[config.mk]
export PLATFORM = sky130hd
export DESIGN_NAME = riscv_trap_ctrl_flat
export DESIGN_NICKNAME = d
export VERILOG_FILES = /design/src/rtl/riscv_trap_ctrl_pkg.sv /design/src/rtl/riscv_trap_ctrl_if.sv /design/src/rtl/riscv_trap_ctrl_irq_prio.sv /design/src/rtl/riscv_trap_ctrl.sv /design/src/flat_wrapper.sv
export SDC_FILE = /design/constraint.sdc
export NUM_CORES = 1
export LEC_CHECK = 0
export ABC_AREA = 0
export CAP_MARGIN = 20
export CORE_MARGIN = 4
export CORE_UTILIZATION = 50
export DETAILED_ROUTE_END_ITERATION = 8
export DONT_BUFFER_PORTS = 1
export PLACE_DENSITY = 0.64
export RECOVER_POWER = 50
export SLEW_MARGIN = 20
export SYNTH_ARGS = -nofsm -noshare
export SYNTH_HDL_FRONTEND = slang
export SYNTH_SLANG_ARGS = --single-unit
export TNS_END_PERCENT = 10
[constraint.sdc]
create_clock -name clk -period 5.2 [get_ports clk]
set_clock_uncertainty 0.2 [all_clocks]
set_input_delay 0.52 -clock clk [delete_from_list [all_inputs] [get_ports clk]]
set_output_delay 0.52 -clock clk [all_outputs]
set_load 0.01 [all_outputs]
[src/rtl/riscv_trap_ctrl_pkg.sv]
// Shared constants for the machine-mode trap sequencer: CSR addresses,
// cause codes, CSR operation encodings, FSM states and mstatus bit positions.
package riscv_trap_pkg;

    // Machine-mode CSR addresses
    localparam logic [11:0] CSR_MSTATUS = 12'h300;
    localparam logic [11:0] CSR_MIE     = 12'h304;
    localparam logic [11:0] CSR_MTVEC   = 12'h305;
    localparam logic [11:0] CSR_MEPC    = 12'h341;
    localparam logic [11:0] CSR_MCAUSE  = 12'h342;
    localparam logic [11:0] CSR_MIP     = 12'h344;

    // Exception cause codes; interrupt i reports IRQ_BASE+i with the MSB set
    localparam int CAUSE_ILLEGAL = 2;
    localparam int CAUSE_ECALL_M = 11;
    localparam int IRQ_BASE      = 16;

    // mstatus bit positions
    localparam int MSTATUS_MIE  = 3;
    localparam int MSTATUS_MPIE = 7;

    typedef enum logic [1:0] {
        CSR_NONE  = 2'b00,
        CSR_WRITE = 2'b01,
        CSR_SET   = 2'b10,
        CSR_CLEAR = 2'b11
    } csr_op_e;

    typedef enum logic [1:0] {
        ST_IDLE     = 2'd0,
        ST_FLUSH    = 2'd1,
        ST_REDIRECT = 2'd2
    } trap_state_e;

endpackage

[src/rtl/riscv_trap_ctrl_if.sv]
// Bundle of EX-stage decoder/CSR inputs and pipeline control outputs
// exchanged between the pipeline (master) and the trap sequencer (slave).
interface riscv_trap_ctrl_if #(
    parameter int XLEN    = 32,
    parameter int NUM_IRQ = 4
);
    logic                ex_valid;
    logic [XLEN-1:0]     ex_pc;
    logic                ex_illegal;
    logic                ex_ecall;
    logic                ex_mret;
    logic [1:0]          csr_op;
    logic [11:0]         csr_addr;
    logic [XLEN-1:0]     csr_wdata;
    logic [XLEN-1:0]     csr_rdata;
    logic [NUM_IRQ-1:0]  irq_i;
    logic                flush;
    logic                stall;
    logic                redirect;
    logic [XLEN-1:0]     redirect_pc;
    logic                trap_active;

    modport master (
        output ex_valid, ex_pc, ex_illegal, ex_ecall, ex_mret,
        output csr_op, csr_addr, csr_wdata, irq_i,
        input  csr_rdata, flush, stall, redirect, redirect_pc, trap_active
    );

    modport slave (
        input  ex_valid, ex_pc, ex_illegal, ex_ecall, ex_mret,
        input  csr_op, csr_addr, csr_wdata, irq_i,
        output csr_rdata, flush, stall, redirect, redirect_pc, trap_active
    );
endinterface

[src/rtl/riscv_trap_ctrl_irq_prio.sv]
// Lowest-index-wins priority encoder over the enabled-and-pending interrupt set.
module riscv_irq_prio #(
    parameter int NUM_IRQ = 4
) (
    input  logic [NUM_IRQ-1:0] req_i,
    output logic               valid_o,
    output logic [3:0]         idx_o
);
    // Scan from the top down so the lowest set index is the last one kept
    always_comb begin
        valid_o = 1'b0;
        idx_o   = '0;
        for (int i = NUM_IRQ - 1; i >= 0; i--) begin
            if (req_i[i]) begin
                valid_o = 1'b1;
                idx_o   = 4'(i);
            end
        end
    end
endmodule

[src/rtl/riscv_trap_ctrl.sv]
// Machine-mode trap/CSR sequencer beside EX: holds the M-mode trap CSRs,
// arbitrates exceptions, interrupts and MRET, and runs flush -> redirect.
module riscv_trap_ctrl
    import riscv_trap_pkg::*;
#(
    parameter int              XLEN         = 32,
    parameter int              NUM_IRQ      = 4,
    parameter logic [XLEN-1:0] MTVEC_RESET  = 32'h0000_0100,
    parameter int              FLUSH_CYCLES = 2
) (
    input logic              clk,
    input logic              rst,
    riscv_trap_ctrl_if.slave bus
);
    trap_state_e        state_q, state_d;
    logic [1:0]         cnt_q, cnt_d;
    logic               mstatus_mie_q, mstatus_mpie_q;
    logic [NUM_IRQ-1:0] mie_q, mip_q;
    logic [XLEN-1:0]    mtvec_q, mepc_q, mcause_q, target_q;

    logic [XLEN-1:0]    mstatus_v, mie_v, mip_v, rdata, wval;
    logic               addr_hit;
    logic               irq_valid;
    logic [3:0]         irq_idx;
    logic               ev, csr_req, illegal_eff;
    logic               take_exc, take_irq, take_trap, take_mret, csr_we;
    logic [XLEN-1:0]    vec_base, irq_code, cause, trap_target;

    riscv_irq_prio #(.NUM_IRQ(NUM_IRQ)) u_prio (
        .req_i   (mie_q & mip_q),
        .valid_o (irq_valid),
        .idx_o   (irq_idx)
    );

    // Expand the compact CSR state into full-width architectural views
    always_comb begin
        mstatus_v                      = '0;
        mstatus_v[MSTATUS_MIE]         = mstatus_mie_q;
        mstatus_v[MSTATUS_MPIE]        = mstatus_mpie_q;
        mie_v                          = '0;
        mie_v[IRQ_BASE +: NUM_IRQ]     = mie_q;
        mip_v                          = '0;
        mip_v[IRQ_BASE +: NUM_IRQ]     = mip_q;
    end

    // CSR read mux: always the pre-update value; flags unmapped addresses
    always_comb begin
        rdata    = '0;
        addr_hit = 1'b1;
        case (bus.csr_addr)
            CSR_MSTATUS: rdata = mstatus_v;
            CSR_MIE:     rdata = mie_v;
            CSR_MTVEC:   rdata = mtvec_q;
            CSR_MEPC:    rdata = mepc_q;
            CSR_MCAUSE:  rdata = mcause_q;
            CSR_MIP:     rdata = mip_v;
            default:     addr_hit = 1'b0;
        endcase
    end
    assign bus.csr_rdata = rdata;

    // Read-modify-write value for csrrw / csrrs / csrrc
    always_comb begin
        case (csr_op_e'(bus.csr_op))
            CSR_WRITE: wval = bus.csr_wdata;
            CSR_SET:   wval = rdata | bus.csr_wdata;
            CSR_CLEAR: wval = rdata & ~bus.csr_wdata;
            default:   wval = rdata;
        endcase
    end

    // Event arbitration: illegal > ecall > interrupt > mret, only in IDLE with a valid EX
    assign ev          = (state_q == ST_IDLE) && bus.ex_valid;
    assign csr_req     = (bus.csr_op != CSR_NONE);
    assign illegal_eff = bus.ex_illegal | (csr_req & ~addr_hit);
    assign take_exc    = ev & (illegal_eff | bus.ex_ecall);
    assign take_irq    = ev & ~illegal_eff & ~bus.ex_ecall & mstatus_mie_q & irq_valid;
    assign take_trap   = take_exc | take_irq;
    assign take_mret   = ev & bus.ex_mret & ~take_trap;
    assign csr_we      = ev & csr_req & addr_hit & ~take_trap;
    assign vec_base    = mtvec_q & ~XLEN'(3);
    assign irq_code    = XLEN'(IRQ_BASE) + XLEN'(irq_idx);

    // Cause code and trap target; vectored mode offsets only for interrupts
    always_comb begin
        cause       = irq_code;
        trap_target = vec_base;
        if (illegal_eff) begin
            cause = XLEN'(CAUSE_ILLEGAL);
        end else if (bus.ex_ecall) begin
            cause = XLEN'(CAUSE_ECALL_M);
        end else begin
            cause[XLEN-1] = 1'b1;
            if (mtvec_q[0]) trap_target = vec_base + {irq_code[XLEN-3:0], 2'b00};
        end
    end

    // FSM next state and pipeline control outputs
    always_comb begin
        state_d         = state_q;
        cnt_d           = cnt_q;
        bus.flush       = 1'b0;
        bus.stall       = 1'b0;
        bus.redirect    = 1'b0;
        bus.redirect_pc = '0;
        bus.trap_active = (state_q != ST_IDLE);
        case (state_q)
            ST_IDLE: begin
                if (take_trap || take_mret) begin
                    state_d = ST_FLUSH;
                    cnt_d   = 2'(FLUSH_CYCLES - 1);
                end
            end
            ST_FLUSH: begin
                bus.flush = 1'b1;
                bus.stall = 1'b1;
                if (cnt_q == 2'd0) state_d = ST_REDIRECT;
                else               cnt_d   = cnt_q - 2'd1;
            end
            ST_REDIRECT: begin
                bus.flush       = 1'b1;
                bus.redirect    = 1'b1;
                bus.redirect_pc = target_q;
                state_d         = ST_IDLE;
            end
            default: state_d = ST_IDLE;
        endcase
    end

    // FSM state, flush counter and latched redirect target
    always_ff @(posedge clk or posedge rst) begin
        if (rst) begin
            state_q  <= ST_IDLE;
            cnt_q    <= '0;
            target_q <= '0;
        end else begin
            state_q <= state_d;
            cnt_q   <= cnt_d;
            if (take_trap)      target_q <= trap_target;
            else if (take_mret) target_q <= mepc_q;
        end
    end

    // CSR file: software writes, trap entry and MRET updates, mip sampling
    always_ff @(posedge clk or posedge rst) begin
        if (rst) begin
            mstatus_mie_q  <= 1'b0;
            mstatus_mpie_q <= 1'b0;
            mie_q          <= '0;
            mip_q          <= '0;
            mtvec_q        <= MTVEC_RESET & ~XLEN'(2);
            mepc_q         <= '0;
            mcause_q       <= '0;
        end else begin
            mip_q <= bus.irq_i;
            if (csr_we) begin
                case (bus.csr_addr)
                    CSR_MSTATUS: begin
                        mstatus_mie_q  <= wval[MSTATUS_MIE];
                        mstatus_mpie_q <= wval[MSTATUS_MPIE];
                    end
                    CSR_MIE:    mie_q    <= wval[IRQ_BASE +: NUM_IRQ];
                    CSR_MTVEC:  mtvec_q  <= wval & ~XLEN'(2);
                    CSR_MEPC:   mepc_q   <= wval & ~XLEN'(3);
                    CSR_MCAUSE: mcause_q <= wval;
                    default: ;
                endcase
            end
            if (take_trap) begin
                mepc_q         <= bus.ex_pc & ~XLEN'(3);
                mcause_q       <= cause;
                mstatus_mpie_q <= mstatus_mie_q;
                mstatus_mie_q  <= 1'b0;
            end else if (take_mret) begin
                mstatus_mie_q  <= mstatus_mpie_q;
                mstatus_mpie_q <= 1'b1;
            end
        end
    end
endmodule

[src/flat_wrapper.sv]
// flat-port wrapper written by rule: the top's interface ports become plain ports
module riscv_trap_ctrl_flat import riscv_trap_pkg::*;
#(
    parameter int              XLEN         = 32,
    parameter int              NUM_IRQ      = 4,
    parameter logic [XLEN-1:0] MTVEC_RESET  = 32'h0000_0100,
    parameter int              FLUSH_CYCLES = 2
)
  (clk, rst, bus_ex_valid, bus_ex_pc, bus_ex_illegal, bus_ex_ecall, bus_ex_mret, bus_csr_op, bus_csr_addr, bus_csr_wdata, bus_irq_i, bus_csr_rdata, bus_flush, bus_stall, bus_redirect, bus_redirect_pc, bus_trap_active);
  riscv_trap_ctrl_if #(.XLEN(XLEN), .NUM_IRQ(NUM_IRQ)) bus_i ();
  input logic clk;
  input logic rst;
  input wire logic [$bits(bus_i.ex_valid)-1:0] bus_ex_valid;
  input wire logic [$bits(bus_i.ex_pc)-1:0] bus_ex_pc;
  input wire logic [$bits(bus_i.ex_illegal)-1:0] bus_ex_illegal;
  input wire logic [$bits(bus_i.ex_ecall)-1:0] bus_ex_ecall;
  input wire logic [$bits(bus_i.ex_mret)-1:0] bus_ex_mret;
  input wire logic [$bits(bus_i.csr_op)-1:0] bus_csr_op;
  input wire logic [$bits(bus_i.csr_addr)-1:0] bus_csr_addr;
  input wire logic [$bits(bus_i.csr_wdata)-1:0] bus_csr_wdata;
  input wire logic [$bits(bus_i.irq_i)-1:0] bus_irq_i;
  output wire logic [$bits(bus_i.csr_rdata)-1:0] bus_csr_rdata;
  output wire logic [$bits(bus_i.flush)-1:0] bus_flush;
  output wire logic [$bits(bus_i.stall)-1:0] bus_stall;
  output wire logic [$bits(bus_i.redirect)-1:0] bus_redirect;
  output wire logic [$bits(bus_i.redirect_pc)-1:0] bus_redirect_pc;
  output wire logic [$bits(bus_i.trap_active)-1:0] bus_trap_active;
  assign bus_i.ex_valid = bus_ex_valid;
  assign bus_i.ex_pc = bus_ex_pc;
  assign bus_i.ex_illegal = bus_ex_illegal;
  assign bus_i.ex_ecall = bus_ex_ecall;
  assign bus_i.ex_mret = bus_ex_mret;
  assign bus_i.csr_op = bus_csr_op;
  assign bus_i.csr_addr = bus_csr_addr;
  assign bus_i.csr_wdata = bus_csr_wdata;
  assign bus_i.irq_i = bus_irq_i;
  assign bus_csr_rdata = bus_i.csr_rdata;
  assign bus_flush = bus_i.flush;
  assign bus_stall = bus_i.stall;
  assign bus_redirect = bus_i.redirect;
  assign bus_redirect_pc = bus_i.redirect_pc;
  assign bus_trap_active = bus_i.trap_active;
  riscv_trap_ctrl #(.XLEN(XLEN), .NUM_IRQ(NUM_IRQ), .MTVEC_RESET(MTVEC_RESET), .FLUSH_CYCLES(FLUSH_CYCLES)) u_core (.clk(clk), .rst(rst), .bus(bus_i));
endmodule
* Yosys cells after proc, flatten, opt, wreduce, memory -nomap -nowiden
Cells that the tools add are included.
Storage, ports and cells: flip-flop bits (word level) 141, bits in latches 0, bits in writable memories 0, ROM bits 0, input port bits 88, output and inout bits 68, logic and storage cells 113, memories kept 0
Operators by class: $add $sub $neg 3, multipliers 0, div/mod/pow operators 0, magnitude comparators 0, equal/unequal tests 14, shift-type cells 0, muxes and demuxes 42, bitwise operators 22, reductions and logical operators 22
Operators by type and width (number):
- $mux 32 | 13
- $pmux 32 s6 | 1
- $pmux 32 s3 | 1
- $eq 12x10->1 const B | 6
- $add 32x32->32 | 1
- $and 32x32->32 | 1
- $not 32->32 | 1
- $or 32x32->32 | 1
- $mux 31 | 1
- $mux 1 | 17
- $reduce_bool 2->1 | 7
- $mux 4 | 3
- $reduce_and 2->1 | 6
- $and 1x1->1 | 11
- $mux 2 | 4
- $pmux 2 s2 | 2
- $add 5x4->6 const A | 1
- $eq 2x2->1 const B | 3
- $reduce_bool 3->1 | 2
- $reduce_or 6->1 | 1
- $and 4x4->4 | 1
- $eq 2x1->1 const B | 2
- $logic_not 2->1 | 2
- $ne 2x2->1 const B | 2
- other kinds (8) | 13

* Longest topological paths before layout
word-level depth 17, mapped depth 12, depth with buffers taken out 12

* Modules after synthesis
Synthesis repeated with hierarchy kept, for this count alone.
Second synthesis, totals: cell total of the unflattened synthesis 1092, area, all modules 9071.2 µm²
By module, submodules not included:
- riscv_trap_ctrl | instances 1, cells an instance 1082, area an instance 9017.4 µm², seq. area each 3429.5 µm²
- riscv_irq_prio | instances 1, cells an instance 10, area an instance 53.8 µm², seq. area each 0.0 µm²

* Least setup slack after synthesis
Ideal clock, no wire load.
path type input-to-reg, from in bus_csr_addr[3], to reg u_core.mtvec_q[18], setup time 125 ps, arrival 2575 ps, required time 4875 ps, setup slack 2300 ps, cell stages on the path 7, buffers on the path 2, cells stage by stage or4_4 > a311oi_4 > nand2_1 > or4b_1 > clkbuf_1 > buf_6 > mux2_4
On the way: word-level cells in the longest chain between the ends 15, elaborated cells on any way between the ends 27, classes of those cells 6 x eq/ne; 3 x mux; 16 x bitwise; 2 x reduce/logical
Ends and longest elaborated chain:
- start: declaration | line flat_wrapper.sv:19 | input wire logic [$bits(bus_i.csr_addr)-1:0] bus_csr_addr;
- $eq 12x10->1, on equally long branches | line riscv_trap_ctrl.sv:50, riscv_trap_ctrl.sv:157
- $reduce_or 6->1 (no source line)
- $mux 1 | line riscv_trap_ctrl.sv:50 | case (bus.csr_addr)
- $not 1->1 | line riscv_trap_ctrl.sv:75 | assign illegal_eff = bus.ex_illegal | (csr_req & ~addr_hit);
- $and 1x1->1 | line riscv_trap_ctrl.sv:75
- $or 1x1->1 | line riscv_trap_ctrl.sv:75
- $not 1->1 | line riscv_trap_ctrl.sv:77 | assign take_irq = ev & ~illegal_eff & ~bus.ex_ecall & mstatus_mie_q & irq_valid;
- $and 1x1->1 (4 in a row) | line riscv_trap_ctrl.sv:77
- $or 1x1->1 | line riscv_trap_ctrl.sv:78 | assign take_trap = take_exc | take_irq;
- $not 1->1 | line riscv_trap_ctrl.sv:80 | assign csr_we = ev & csr_req & addr_hit & ~take_trap;
- $and 1x1->1 | line riscv_trap_ctrl.sv:80
- $reduce_and 2->1 (no source line)
- end signal: assignment | line riscv_trap_ctrl.sv:151 | mtvec_q <= MTVEC_RESET & ~XLEN'(2);
- end signal: assignment | line riscv_trap_ctrl.sv:163 | CSR_MTVEC: mtvec_q <= wval & ~XLEN'(2);
- end: declaration | line riscv_trap_ctrl.sv:19 | logic [XLEN-1:0] mtvec_q, mepc_q, mcause_q, target_q;
Several ways; a longest one is shown, not always the timed one. A chain may end at the register's enable or synchronous reset.

* Worst setup path after layout
from reg u_core.mie_q[2], to reg u_core.target_q[28]
On the way: word-level cells in the longest chain between the ends 10, elaborated cells on any way between the ends 18, classes of those cells 2 x add/sub; 10 x mux; 5 x bitwise; 1 x reduce/logical
Ends and longest elaborated chain:
- start: declaration | line riscv_trap_ctrl.sv:18 | logic [NUM_IRQ-1:0] mie_q, mip_q;
- start signal: assignment | line riscv_trap_ctrl.sv:162 | CSR_MIE: mie_q <= wval[IRQ_BASE +: NUM_IRQ];
- $and 4x4->4 (*) | line riscv_trap_ctrl.sv:30 | .req_i (mie_q & mip_q),
- $mux 4 (3 in a row) | line riscv_trap_ctrl_irq_prio.sv:14 | if (req_i[i]) begin
- $add 5x4->6 | line riscv_trap_ctrl.sv:82 | assign irq_code = XLEN'(IRQ_BASE) + XLEN'(irq_idx);
- $add 32x32->32 | line riscv_trap_ctrl.sv:94 | if (mtvec_q[0]) trap_target = vec_base + {irq_code[XLEN-3:0], 2'b00};
- $mux 32 | line riscv_trap_ctrl.sv:94
- $mux 32 | line riscv_trap_ctrl.sv:90 | end else if (bus.ex_ecall) begin
- $mux 32 | line riscv_trap_ctrl.sv:88 | if (illegal_eff) begin
- $mux 32 | line riscv_trap_ctrl.sv:139 | if (take_trap) target_q <= trap_target;
- end signal: assignment | line riscv_trap_ctrl.sv:139
- end signal: assignment | line riscv_trap_ctrl.sv:140 | else if (take_mret) target_q <= mepc_q;
- end: declaration | line riscv_trap_ctrl.sv:19
Mark *: on every way between the ends. The rest lies on a longest branch, timed or not.

==> key figures <==
Run status
  – Run status: finished, violations left
  – Violated checks: max-capacitance violations, max-slew violations

Synthesis
  – Total of warnings raised by yosys: 0
  – Library cells used by synthesis: 73
  – Top cell type's share of synthesized area: 41.2%
  – Proportion of synthesized chip area in sequential cells: 41.5%
  – Seq cells post-synth: 137
  – Post-synth top area cell: dfrtp_1
  – Fraction of synthesis flops using an asynchronous set or reset pin: 100%
  – Average size of a mapped cell: 8.70 um2
  – Synthesized netlist cell count: 949
  – Most used DFF post-synth: dfrtp_1
  – Cell Area, Synth: 0.00825 mm2
  – Area contributors post-synth: dfrtp_1 41%, o21ai_0 6.7%, a22oi_1 5.5%
  – Number of enable-type register cells in the synthesized netlist: 0

CTS
  – Number of hold-repair buffers added at the cts stage: 5
  – Deepest clock path buffer count: 2
  – TritonCTS clock tree: built
  – CTS buffer count: 17
  – Clock latency of the later-clocked register in the worst-skew pair: 430 ps
  – TritonCTS sink count: 137
  – Clock-pin slew of the registers on the worst-case setup and hold paths: 60 ps
  – Setup fix buffers added after clock tree synthesis: 0
  – H-Tree Depth: 4
  – # resized after CTS: 0
  – Root Driver: clkbuf_16

Critical path
  – Setup crit start kind: register
  – Slack of the worst reg-to-reg path: 1830 ps
  – Endpoint class of the critical path: register
  – Biggest fanout along the worst timing path: 6
  – Worst setup path category: register to register
  – Required time reported for the critical path endpoint: 5280 ps
  – Crit path DAT: 3450 ps

Place
  – GP Congestion: 0.935
  – Detailed Place HPWL: 18.7 mm
  – Post-detailed-placement cell area: 0.00841 mm2
  – Post-placement setup slack: 1650 ps
  – Number of buffer cells added on primary ports: 0

Die
  – I/O Pins: 156
  – CORE AREA: 0.0161 mm2
  – Die extent in y: 136 um
  – Overall die width: 136 um
  – Total Die Area: 0.0186 mm2
  – Total number of placement rows: 46
  – Initial cell density of the core: 51.4%

Routing
  – Remaining number of nets flagged by the antenna check after routing: 0
  – Number of vias per cell after detailed routing: 6.65
  – Total wirelength of the detailed-routed design: 27.5 mm
  – Number of iterations in the first detailed-routing pass: 6
  – Post-detailed-route wirelength per cell: 23.9 um
  – DR vias: 7640
  – DRC viols: 0
  – Iteration-0 DRC Markers: 783

Timing
  – Worst setup slack after layout: 1830 ps
  – Maximum clock frequency: 0.297 GHz
  – Finish-stage setup viols: 0
  – Minimum clock period: 3370 ps
  – Max Transition Viols Final: 103
  – Slew Limit Headroom: -49.0%
  – Slew at the pin closest to its max-slew limit: 2240 ps
  – Final Cycle Share: 64.8%
  – Unrepaired setup endpoints after global routing: no
  – Number of hold violations in the final report: 0
  – Final TNS setup: 0 ps

Global routing
  – Wire length of the first global-routing pass: 42.4 mm
  – Maximum number of pins on one net before global-route repair: 103
  – Number of antenna violations at the first check in global routing: 1
  – Vias in the first global route: 7394
  – Total congestion overflow: 0
  – Aggregate global-route resource usage: 29.8%

Finish
  – Number of antenna repair diodes: 0
  – Nets: 1016
  – Post-route cell area: 0.00906 mm2
  – Fill cell instance count of the final layout: 1462
  – Signed area change from the synthesized netlist to the final layout: 9.76%
  – Layout cells sized above 1: 8.15%

Power and ir drop
  – Power density relative to cell area: 371 mW/mm2
  – Power Total: 3360 uW
  – Maximum vdd drop: 0.000268 V
  – Static power due to leakage: 0.00372 uW

Worst hold path
  – Kind of path behind the tightest hold check: input pin to register

Run
  – Max Cap Violations: 1
==> power by group <==
group	leakage (uW)	switching, uW	internal (uW)
clock network	0.000297	447	787
logic	0.00163	504	250
registers	0.00180	153	1220
total	0.00372	1100	2260
==> metrics by stage <==
| stage | std cells | hold WS (ps) | utilization [%] |
|---|---|---|---|
| 2_1_floorplan | 950 | 271 | - |
| 3_3_place_gp | 1113 | 296 | 52.4 |
| 3_5_place_dp | 1113 | 301 | 52.4 |
| 4_1_cts | 1149 | 14.8 | 56.4 |
| 5_1_grt | 1149 | 13.3 | 56.4 |
| 6_report | 1149 | 31.8 | 56.4 |
==> placed cells by master, fill, tap and decap left out, types with 4 or more instances in the layout <==
master,synthesis,routed
nand2_1,77,76
a21oi_1,75,75
o211ai_1,16,16
o21ai_0,111,111
buf_4,3,23
and2_1,37,14
a211o_1,10,10
nor3_1,15,16
and3_1,7,7
dlygate4sd3_1,0,5
a211oi_1,4,4
mux2i_1,9,9
nand4_1,9,9
inv_1,34,33
nand3_1,19,19
clkbuf_16,0,17
and2_0,0,23
nand2b_1,10,10
ha_1,6,6
o21ai_1,5,5
nor2_1,57,55
a222oi_1,4,4
a22oi_1,60,60
a22o_1,40,40
clkinv_2,0,4
o22ai_1,17,17
xnor2_1,21,21
nand3b_1,4,4
dfrtp_1,136,136
a31oi_1,9,8
xor2_1,9,9
nor4_1,9,7
==> worst max-delay path, stage by stage, from the launching register on <==
cell and delay [ps]:
dfrtp_1 400, nand2_1 80, a32oi_1 110, a21oi_1 350
ha_1 270, inv_1 60, fa_1 380, and3b_1 290
o21ai_0 400, nor3_1 390, xnor2_1 180, o21ai_0 100
==> registers in the layout, indices dropped and copies added, names as in the netlist <==
register	flops
u_core.cnt_q	2
u_core.mstatus_mie_q	1
u_core.mcause_q	32
u_core.mip_q	4
u_core.mtvec_q	31
u_core.state_q	2
u_core.target_q	30
u_core.mie_q	4
u_core.mstatus_mpie_q	1
u_core.mepc_q	30
==> synthesized netlist by cell type (16+ instances only) <==
| library cell | count |
|---|---|
| dfrtp_1 | 136 |
| o21ai_0 | 111 |
| nand2_1 | 77 |
| a21oi_1 | 75 |
| a22oi_1 | 60 |
| nor2_1 | 57 |
| clkbuf_1 | 53 |
| a22o_1 | 40 |
| and2_1 | 37 |
| inv_1 | 34 |
| xnor2_1 | 21 |
| nand3_1 | 19 |
| o22ai_1 | 17 |
| o211ai_1 | 16 |
==> cell type report <==
class	count	area, um2	share of cell area, %
clock buffers	23	478	5.28
clock inverters	8	119	1.31
inverters	34	131	1.45
multi-input cells	703	4410	48.7
flip-flops and latches	137	3430	37.9
well taps	216	270	2.98
repair buffers	28	223	2.46
==> path summary, 6_finish.rpt <==
kind / from / to / depth (start not counted)
setup / recovery: u_core.mie_q[2] / u_core.target_q[28] / 11
hold / removal: bus_ex_pc[7] / u_core.mepc_q[7] / 1
setup reg to reg: u_core.mie_q[2] / u_core.target_q[28] / 11
hold reg to reg: u_core.target_q[25] / u_core.target_q[25] / 2
max in group asynchronous: rst / u_core.mtvec_q[8] / 3
min in group asynchronous: rst / u_core.mip_q[2] / 2
==> logic make-up after synthesis <==
kind of cell / Yosys count / synth area share [%]
AOI/OAI and AO/OA: 381 / 30.0
and+or+nand+nor: 271 / 17.0
DFF: 137 / 41.5
buffers and inverters: 110 / 5.46
xor gates and xnor gates: 30 / 3.18
muxes: 12 / 1.59
adders and majority gates: 7 / 1.15
other: 1 / 0.0454
==> metal layers <==
layer,GRT usage [%],wire length [um],vias up
met4,10.5,635,2
met1,40.1,11300,3771
met5,0,13,-
met3,6.07,2400,42
met2,47.7,13200,376
li1,-,-,3449
(Power assumes the default switching activity.)
